<file path="config.mk">
export PLATFORM = sky130hd
export DESIGN_NAME = text_console_writer
export DESIGN_NICKNAME = d
export VERILOG_FILES = /design/src/rtl/text_console_writer.sv
export SDC_FILE = /design/constraint.sdc
export NUM_CORES = 1
export LEC_CHECK = 0
export ABC_AREA = 1
export CAP_MARGIN = 5
export CORE_UTILIZATION = 61
export DETAILED_ROUTE_END_ITERATION = 8
export PLACE_DENSITY = 0.84
export SYNTH_ARGS = -nofsm -noshare
export SYNTH_HDL_FRONTEND = slang
export SYNTH_SLANG_ARGS = --single-unit
</file>
<file path="constraint.sdc">
create_clock -name i_clk -period 7.2 [get_ports i_clk]
set_clock_uncertainty 0.15 [all_clocks]
set_input_delay 0.72 -clock i_clk [delete_from_list [all_inputs] [get_ports i_clk]]
set_output_delay 0.72 -clock i_clk [all_outputs]
set_load 0.01 [all_outputs]
</file>
<file path="src/rtl/text_console_writer.sv">
// rtl/text_console_writer.sv - writer side of the text character buffer
//
// Turns a byte stream into writes to the dual-port character RAM that the
// font renderer scans out. Tracks the cursor, interprets LF/CR/BS/FF and
// scrolls by advancing a ring-buffer row offset, so a scroll costs one line
// clear rather than a full buffer copy.
//
// Ports:
//   i_clk, i_rst_n   clock (rising edge), asynchronous active-low reset
//   i_in_valid       i_in_char is valid
//   o_in_ready       block can accept; transfer when valid & ready
//   i_in_char        character or control code
//   o_wr_en          char RAM write strobe
//   o_wr_addr        phys_row*COLS + col
//   o_wr_data        char code to write
//   o_cursor_x/y     logical cursor (row 0 = top of screen)
//   o_top_row        physical RAM row shown as screen row 0
//   o_busy           high while scrolling or clearing

module text_console_writer #(
    parameter int         COLS   = 80,
    parameter int         ROWS   = 30,
    parameter logic [7:0] BLANK  = 8'h20,
    localparam int        ADDR_W = $clog2(COLS*ROWS),
    localparam int        CX_W   = $clog2(COLS),
    localparam int        CY_W   = $clog2(ROWS)
) (
    input  logic              i_clk,
    input  logic              i_rst_n,
    input  logic              i_in_valid,
    output logic              o_in_ready,
    input  logic [7:0]        i_in_char,
    output logic              o_wr_en,
    output logic [ADDR_W-1:0] o_wr_addr,
    output logic [7:0]        o_wr_data,
    output logic [CX_W-1:0]   o_cursor_x,
    output logic [CY_W-1:0]   o_cursor_y,
    output logic [CY_W-1:0]   o_top_row,
    output logic              o_busy
);

    // Counter must reach COLS*ROWS itself (terminal value), hence the +1.
    localparam int                CNT_W  = $clog2(COLS*ROWS+1);
    localparam logic [CNT_W-1:0]  N_LINE = CNT_W'(COLS);
    localparam logic [CNT_W-1:0]  N_ALL  = CNT_W'(COLS*ROWS);
    localparam logic [ADDR_W-1:0] COLS_A = ADDR_W'(COLS);
    localparam logic [CY_W:0]     ROWS_S = (CY_W+1)'(ROWS);

    // S_BOOT is the reset state: nothing is driven, and the first edge after
    // release issues clear address 0 and moves into S_CLEAR_ALL.
    typedef enum logic [2:0] {
        S_BOOT, S_IDLE, S_SCROLL, S_CLEAR_LINE, S_CLEAR_ALL
    } state_t;

    state_t            r_state;
    state_t            w_state_next;
    logic [CNT_W-1:0]  r_cnt;
    logic [CY_W-1:0]   r_clr_row;
    logic [CX_W-1:0]   r_cursor_x;
    logic [CY_W-1:0]   r_cursor_y;
    logic [CY_W-1:0]   r_top_row;
    logic              r_wr_en;
    logic [ADDR_W-1:0] r_wr_addr;
    logic [7:0]        r_wr_data;

    logic              w_accept;
    logic              w_is_lf, w_is_cr, w_is_bs, w_is_ff, w_is_print;
    logic              w_last_col, w_last_row, w_newline, w_scroll;
    logic [CY_W:0]     w_row_sum;
    logic [CY_W-1:0]   w_phys_row;
    logic [CY_W-1:0]   w_top_inc;
    logic [ADDR_W-1:0] w_char_addr;
    logic [ADDR_W-1:0] w_line_addr;
    logic              w_line_pending, w_all_pending;

    assign w_accept   = i_in_valid && (r_state == S_IDLE);
    assign w_is_lf    = (i_in_char == 8'h0A);
    assign w_is_cr    = (i_in_char == 8'h0D);
    assign w_is_bs    = (i_in_char == 8'h08);
    assign w_is_ff    = (i_in_char == 8'h0C);
    assign w_is_print = !(w_is_lf || w_is_cr || w_is_bs || w_is_ff);
    assign w_last_col = (r_cursor_x == CX_W'(COLS-1));
    assign w_last_row = (r_cursor_y == CY_W'(ROWS-1));
    assign w_newline  = w_accept && (w_is_lf || (w_is_print && w_last_col));
    assign w_scroll   = w_newline && w_last_row;

    // Both operands are < ROWS, so one conditional subtract wraps the sum.
    assign w_row_sum  = {1'b0, r_top_row} + {1'b0, r_cursor_y};
    assign w_phys_row = (w_row_sum >= ROWS_S) ? CY_W'(w_row_sum - ROWS_S)
                                              : w_row_sum[CY_W-1:0];
    assign w_top_inc  = (r_top_row == CY_W'(ROWS-1)) ? '0 : r_top_row + 1'b1;

    assign w_char_addr    = ADDR_W'(w_phys_row) * COLS_A + ADDR_W'(r_cursor_x);
    assign w_line_addr    = ADDR_W'(r_clr_row) * COLS_A + ADDR_W'(r_cnt);
    assign w_line_pending = (r_cnt < N_LINE);
    assign w_all_pending  = (r_cnt < N_ALL);

    // State register
    always_ff @(posedge i_clk or negedge i_rst_n) begin
        if (!i_rst_n) r_state <= S_BOOT;
        else          r_state <= w_state_next;
    end

    // Next state. Clear states linger one cycle after their last write so the
    // renderer side sees in_ready rise only once that write has landed.
    always_comb begin
        w_state_next = r_state;
        unique case (r_state)
            S_BOOT:       w_state_next = S_CLEAR_ALL;
            S_IDLE: begin
                if (w_accept && w_is_ff) w_state_next = S_CLEAR_ALL;
                else if (w_scroll)       w_state_next = S_SCROLL;
            end
            S_SCROLL:     w_state_next = S_CLEAR_LINE;
            S_CLEAR_LINE: if (!w_line_pending) w_state_next = S_IDLE;
            S_CLEAR_ALL:  if (!w_all_pending)  w_state_next = S_IDLE;
            default:      w_state_next = S_BOOT;
        endcase
    end

    // Outputs
    always_comb begin
        o_in_ready = (r_state == S_IDLE);
        o_busy     = (r_state == S_SCROLL) || (r_state == S_CLEAR_LINE)
                  || (r_state == S_CLEAR_ALL);
    end

    assign o_wr_en    = r_wr_en;
    assign o_wr_addr  = r_wr_addr;
    assign o_wr_data  = r_wr_data;
    assign o_cursor_x = r_cursor_x;
    assign o_cursor_y = r_cursor_y;
    assign o_top_row  = r_top_row;

    // Datapath: cursor, ring offset, clear counter and registered RAM port.
    // SCROLL already issues the first line-clear write so clears follow the
    // pending char write with no gap.
    always_ff @(posedge i_clk or negedge i_rst_n) begin
        if (!i_rst_n) begin
            r_cnt      <= '0;
            r_clr_row  <= '0;
            r_cursor_x <= '0;
            r_cursor_y <= '0;
            r_top_row  <= '0;
            r_wr_en    <= 1'b0;
            r_wr_addr  <= '0;
            r_wr_data  <= '0;
        end else begin
            r_wr_en <= 1'b0;
            case (r_state)
                S_BOOT, S_CLEAR_ALL: begin
                    if (w_all_pending) begin
                        r_wr_en   <= 1'b1;
                        r_wr_addr <= ADDR_W'(r_cnt);
                        r_wr_data <= BLANK;
                        r_cnt     <= r_cnt + 1'b1;
                    end
                end
                S_SCROLL, S_CLEAR_LINE: begin
                    if (w_line_pending) begin
                        r_wr_en   <= 1'b1;
                        r_wr_addr <= w_line_addr;
                        r_wr_data <= BLANK;
                        r_cnt     <= r_cnt + 1'b1;
                    end
                end
                S_IDLE: begin
                    if (w_accept) begin
                        if (w_is_ff) begin
                            r_cursor_x <= '0;
                            r_cursor_y <= '0;
                            r_top_row  <= '0;
                            r_wr_en    <= 1'b1;
                            r_wr_addr  <= '0;
                            r_wr_data  <= BLANK;
                            r_cnt      <= CNT_W'(1);
                        end else if (w_is_lf || w_is_cr) begin
                            r_cursor_x <= '0;
                        end else if (w_is_bs) begin
                            if (r_cursor_x != '0) r_cursor_x <= r_cursor_x - 1'b1;
                        end else begin
                            r_wr_en    <= 1'b1;
                            r_wr_addr  <= w_char_addr;
                            r_wr_data  <= i_in_char;
                            r_cursor_x <= w_last_col ? '0 : r_cursor_x + 1'b1;
                        end
                    end
                    if (w_newline) begin
                        if (!w_last_row) begin
                            r_cursor_y <= r_cursor_y + 1'b1;
                        end else begin
                            r_top_row <= w_top_inc;
                            r_clr_row <= r_top_row;
                            r_cnt     <= '0;
                        end
                    end
                end
                default: ;
            endcase
        end
    end

endmodule

</file>
==> impl_metrics.toml <==
[logic_synthesis]
ys_types = 40
ys_ff_latch = 58
synth_area_um2 = 4317
syn-num-nets = 616
avgSynthCellArea_um2 = 7.654
async_flop_share = 1.000
ys_seq_area_frac = 0.3362
yosys_warnings = 0
synth_top_flop_cell = "dfrtp_1"
syn_inst = 564
synth-edff-count = 0

[clock_network]
cts_root_buf = "clkbuf_8"
cts_buffer_depth = 2
cts-resized-gates = 0
clock_latency_ns = 0.35
clk_pin_slew_ns = 0.08
numCtsBuffers = 9
hold_buffers = 0
cts.sinks = 58
post-cts-setup-buffer-count = 0
cts_tree = "done"
htree_num_levels = 3

[place]
portBuffers = 50
gp_congestion = 0.8762
hpwlAfterDp_mm = 7.876
dp.cells = 701

[detailed_routing]
ant_nets = 0
vias = 4040
wl_per_cell_um = 14.81
avgViaCountPerCell = 5.635
drc = 0
totalWireLength_mm = 10.62
drtIter0Drc = 221
first_pass_iters = 5

[sta]
post-route-period-util = 0.5655
fin_setup_tns_ns = 0
drv_slew = 0
final-hold-violation-count = 0
fmax_mhz = 245.6
setup_viol = 0
relSlewSlack = 0.4966
min_period_ns = 4.072
worstMarginPinSlew_ns = 0.7551
rsz0062_at_grt = "false"

[setup_path]
worstPathRequired_ns = 7.33
critical_path_arrival_ns = 4.20
start_kind = "flop"
critical_path_class = "reg2reg"
rr_startpoint = "o_cursor_y[0]$_DFFE_PN0P_"
path_max_fanout = 7
regToRegSetupSlack_ns = 3.13
r2r_cells = 18
crit_path_end_kind = "flop"
r2r-end = "o_wr_addr[11]$_DFFE_PN0P_"

[pwr]
p_int_w = 0.001047
p_sw_w = 0.0008080
combPwrFrac = 0.484
p_seq_frac = 0.310
clkPwrFrac = 0.206
power_density_nw_per_um2 = 361.8
leakage_nw = 2.539
ir_drop_mv = 0.2849
sw_frac_of_total = 0.4356

[floorplan]
core_um2 = 6832
die_w_um = 86.12
fp.dieH_um = 86.12
dieArea_um2 = 7417
start_util = 0.6319
num_rows = 30
ioPinCount = 51

[cells_and_area]
final_cell_mix = "nand2_1, inv_1, nand3_1"
num-nets-final = 668
drive_above_1_share = 0.08857
final_cells = 717
area_growth_pct = 18.78
insertedDiodeCount = 0
fillCellCount = 523
final_common_cell = "nand2_1"

[grt]
grt_pass1_wl_mm = 17.81
antenna_found_initial = 0
grt_max_degree = 59
grt_pass1_vias = 3963
grt_usage = 0.3070
overflow = 0

[worst_hold_path]
min_path_type = "in2async"

[run]
maxCapViolations = 0

[outcome]
status = "completed"
-- power by group through the flow --
stage	Sequential [W]	Clock [W]	Combinational (W)
global placement	0.000571	0	0.000863
finish	0.000574	0.000382	0.000899
floorplan	0.000566	0	0.000585
CTS	0.000571	0.000384	0.000897
global route	0.000585	0.000398	0.000996
detailed placement	0.000575	0	0.000888
-- worst max-delay path: stages (launching register included) --
cell and delay (ns):
dfrtp_1 0.46, ha_1 0.27, fa_1 0.56, inv_1 0.07, nor2_2 0.11, nand4_1 0.19
nand2_1 0.20, xor2_1 0.31, ha_1 0.30, ha_1 0.23, fa_1 0.52, inv_1 0.09
nor2_1 0.11, nand2_1 0.07, inv_1 0.05, nand3_1 0.07, nand2_1 0.06, nand2_1 0.06
a21oi_2 0.13
-- flip-flops by register name, summed over array words and instances, names as in the netlist --
signal,flops
o_wr_addr,12
r_cnt,12
o_wr_data,8
o_cursor_x,7
o_cursor_y,5
o_top_row,5
r_clr_row,5
r_state,3
o_wr_en,1
-- cell type report --
cell class / instances / area [um^2] / share of cell area
Timing Repair Buffer: 51 / 503.0 / 0.09810
Tap cell: 96 / 120.1 / 0.02343
Inverter: 69 / 261.5 / 0.05100
Clock inverter: 7 / 125.1 / 0.02440
Multi-Input combinational cell: 427 / 2542 / 0.4959
Sequential cell: 58 / 1451 / 0.2831
Clock buffer: 9 / 123.9 / 0.02416
-- cells by family after synthesis --
| logic type | count (synthesis) | synth area share |
|---|---|---|
| AND/OR/NAND/NOR | 267 | 0.2797 |
| AO/OA/AOI/OAI | 94 | 0.1310 |
| buffers and inverters | 79 | 0.07478 |
| flip-flops | 58 | 0.3362 |
| adder cells (fa/ha/maj) | 41 | 0.1275 |
| XOR/XNOR | 25 | 0.05072 |
-- through the flow --
stage / total power (W) / cell area (um^2) / hold WS (ns) / worst slack (ns) / utilization
floorplan: 0.001151 / 4317 / 0.2744 / 3.438 / -
global placement: 0.001434 / 4878 / 0.3490 / 3.311 / 0.7141
detailed placement: 0.001463 / 4878 / 0.3439 / 3.185 / 0.7141
CTS: 0.001853 / 5127 / 0.3727 / 3.150 / 0.7505
global route: 0.001979 / 5127 / 0.3960 / 2.728 / 0.7505
finish: 0.001855 / 5127 / 0.3692 / 3.128 / 0.7505
-- worst max path at each step --
stage / slack [ns] / endpoint / start
after floorplan: 3.44 / o_wr_addr[11]$_DFFE_PN0P_ / o_cursor_y[0]$_DFFE_PN0P_
after global placement: 3.31 / o_wr_addr[11]$_DFFE_PN0P_ / o_cursor_y[0]$_DFFE_PN0P_
after detailed placement: 3.19 / o_wr_addr[11]$_DFFE_PN0P_ / o_cursor_y[0]$_DFFE_PN0P_
after CTS: 3.15 / o_wr_addr[11]$_DFFE_PN0P_ / o_cursor_y[0]$_DFFE_PN0P_
after global routing: 2.73 / o_wr_addr[11]$_DFFE_PN0P_ / o_cursor_y[0]$_DFFE_PN0P_
final: 3.13 / o_wr_addr[11]$_DFFE_PN0P_ / o_cursor_y[0]$_DFFE_PN0P_
-- Yosys cell counts, types with 4 or more instances --
master,n,area (um^2)
o21ai_0,26,130.1
nand3_2,4,40.04
ha_1,36,450.4
a21oi_1,20,100.1
a21oi_2,4,35.03
o211ai_1,4,30.03
dfrtp_1,58,1451
a31oi_1,7,43.79
inv_1,62,232.7
nand2_2,6,37.54
buf_2,4,20.02
o22ai_1,7,43.79
nand2_1,133,499.2
nor3_1,8,40.04
nor2_1,35,131.4
nand3_1,60,300.3
fa_1,5,100.1
nor2_2,5,31.28
inv_2,5,18.77
xor2_1,21,183.9
nand4_1,4,25.02
o21ai_1,17,85.08
xnor2_1,4,35.03
-- per-layer routing --
layer	vias up	global-route usage	part of all wire
met4	0	0.1515	0.029
met2	136	0.5397	0.50
met3	33	0.04139	0.049
li1	1982	-	-
met5	-	0	0
met1	1889	0.3687	0.42
No activity file was read; power rests on OpenSTA's default activity.
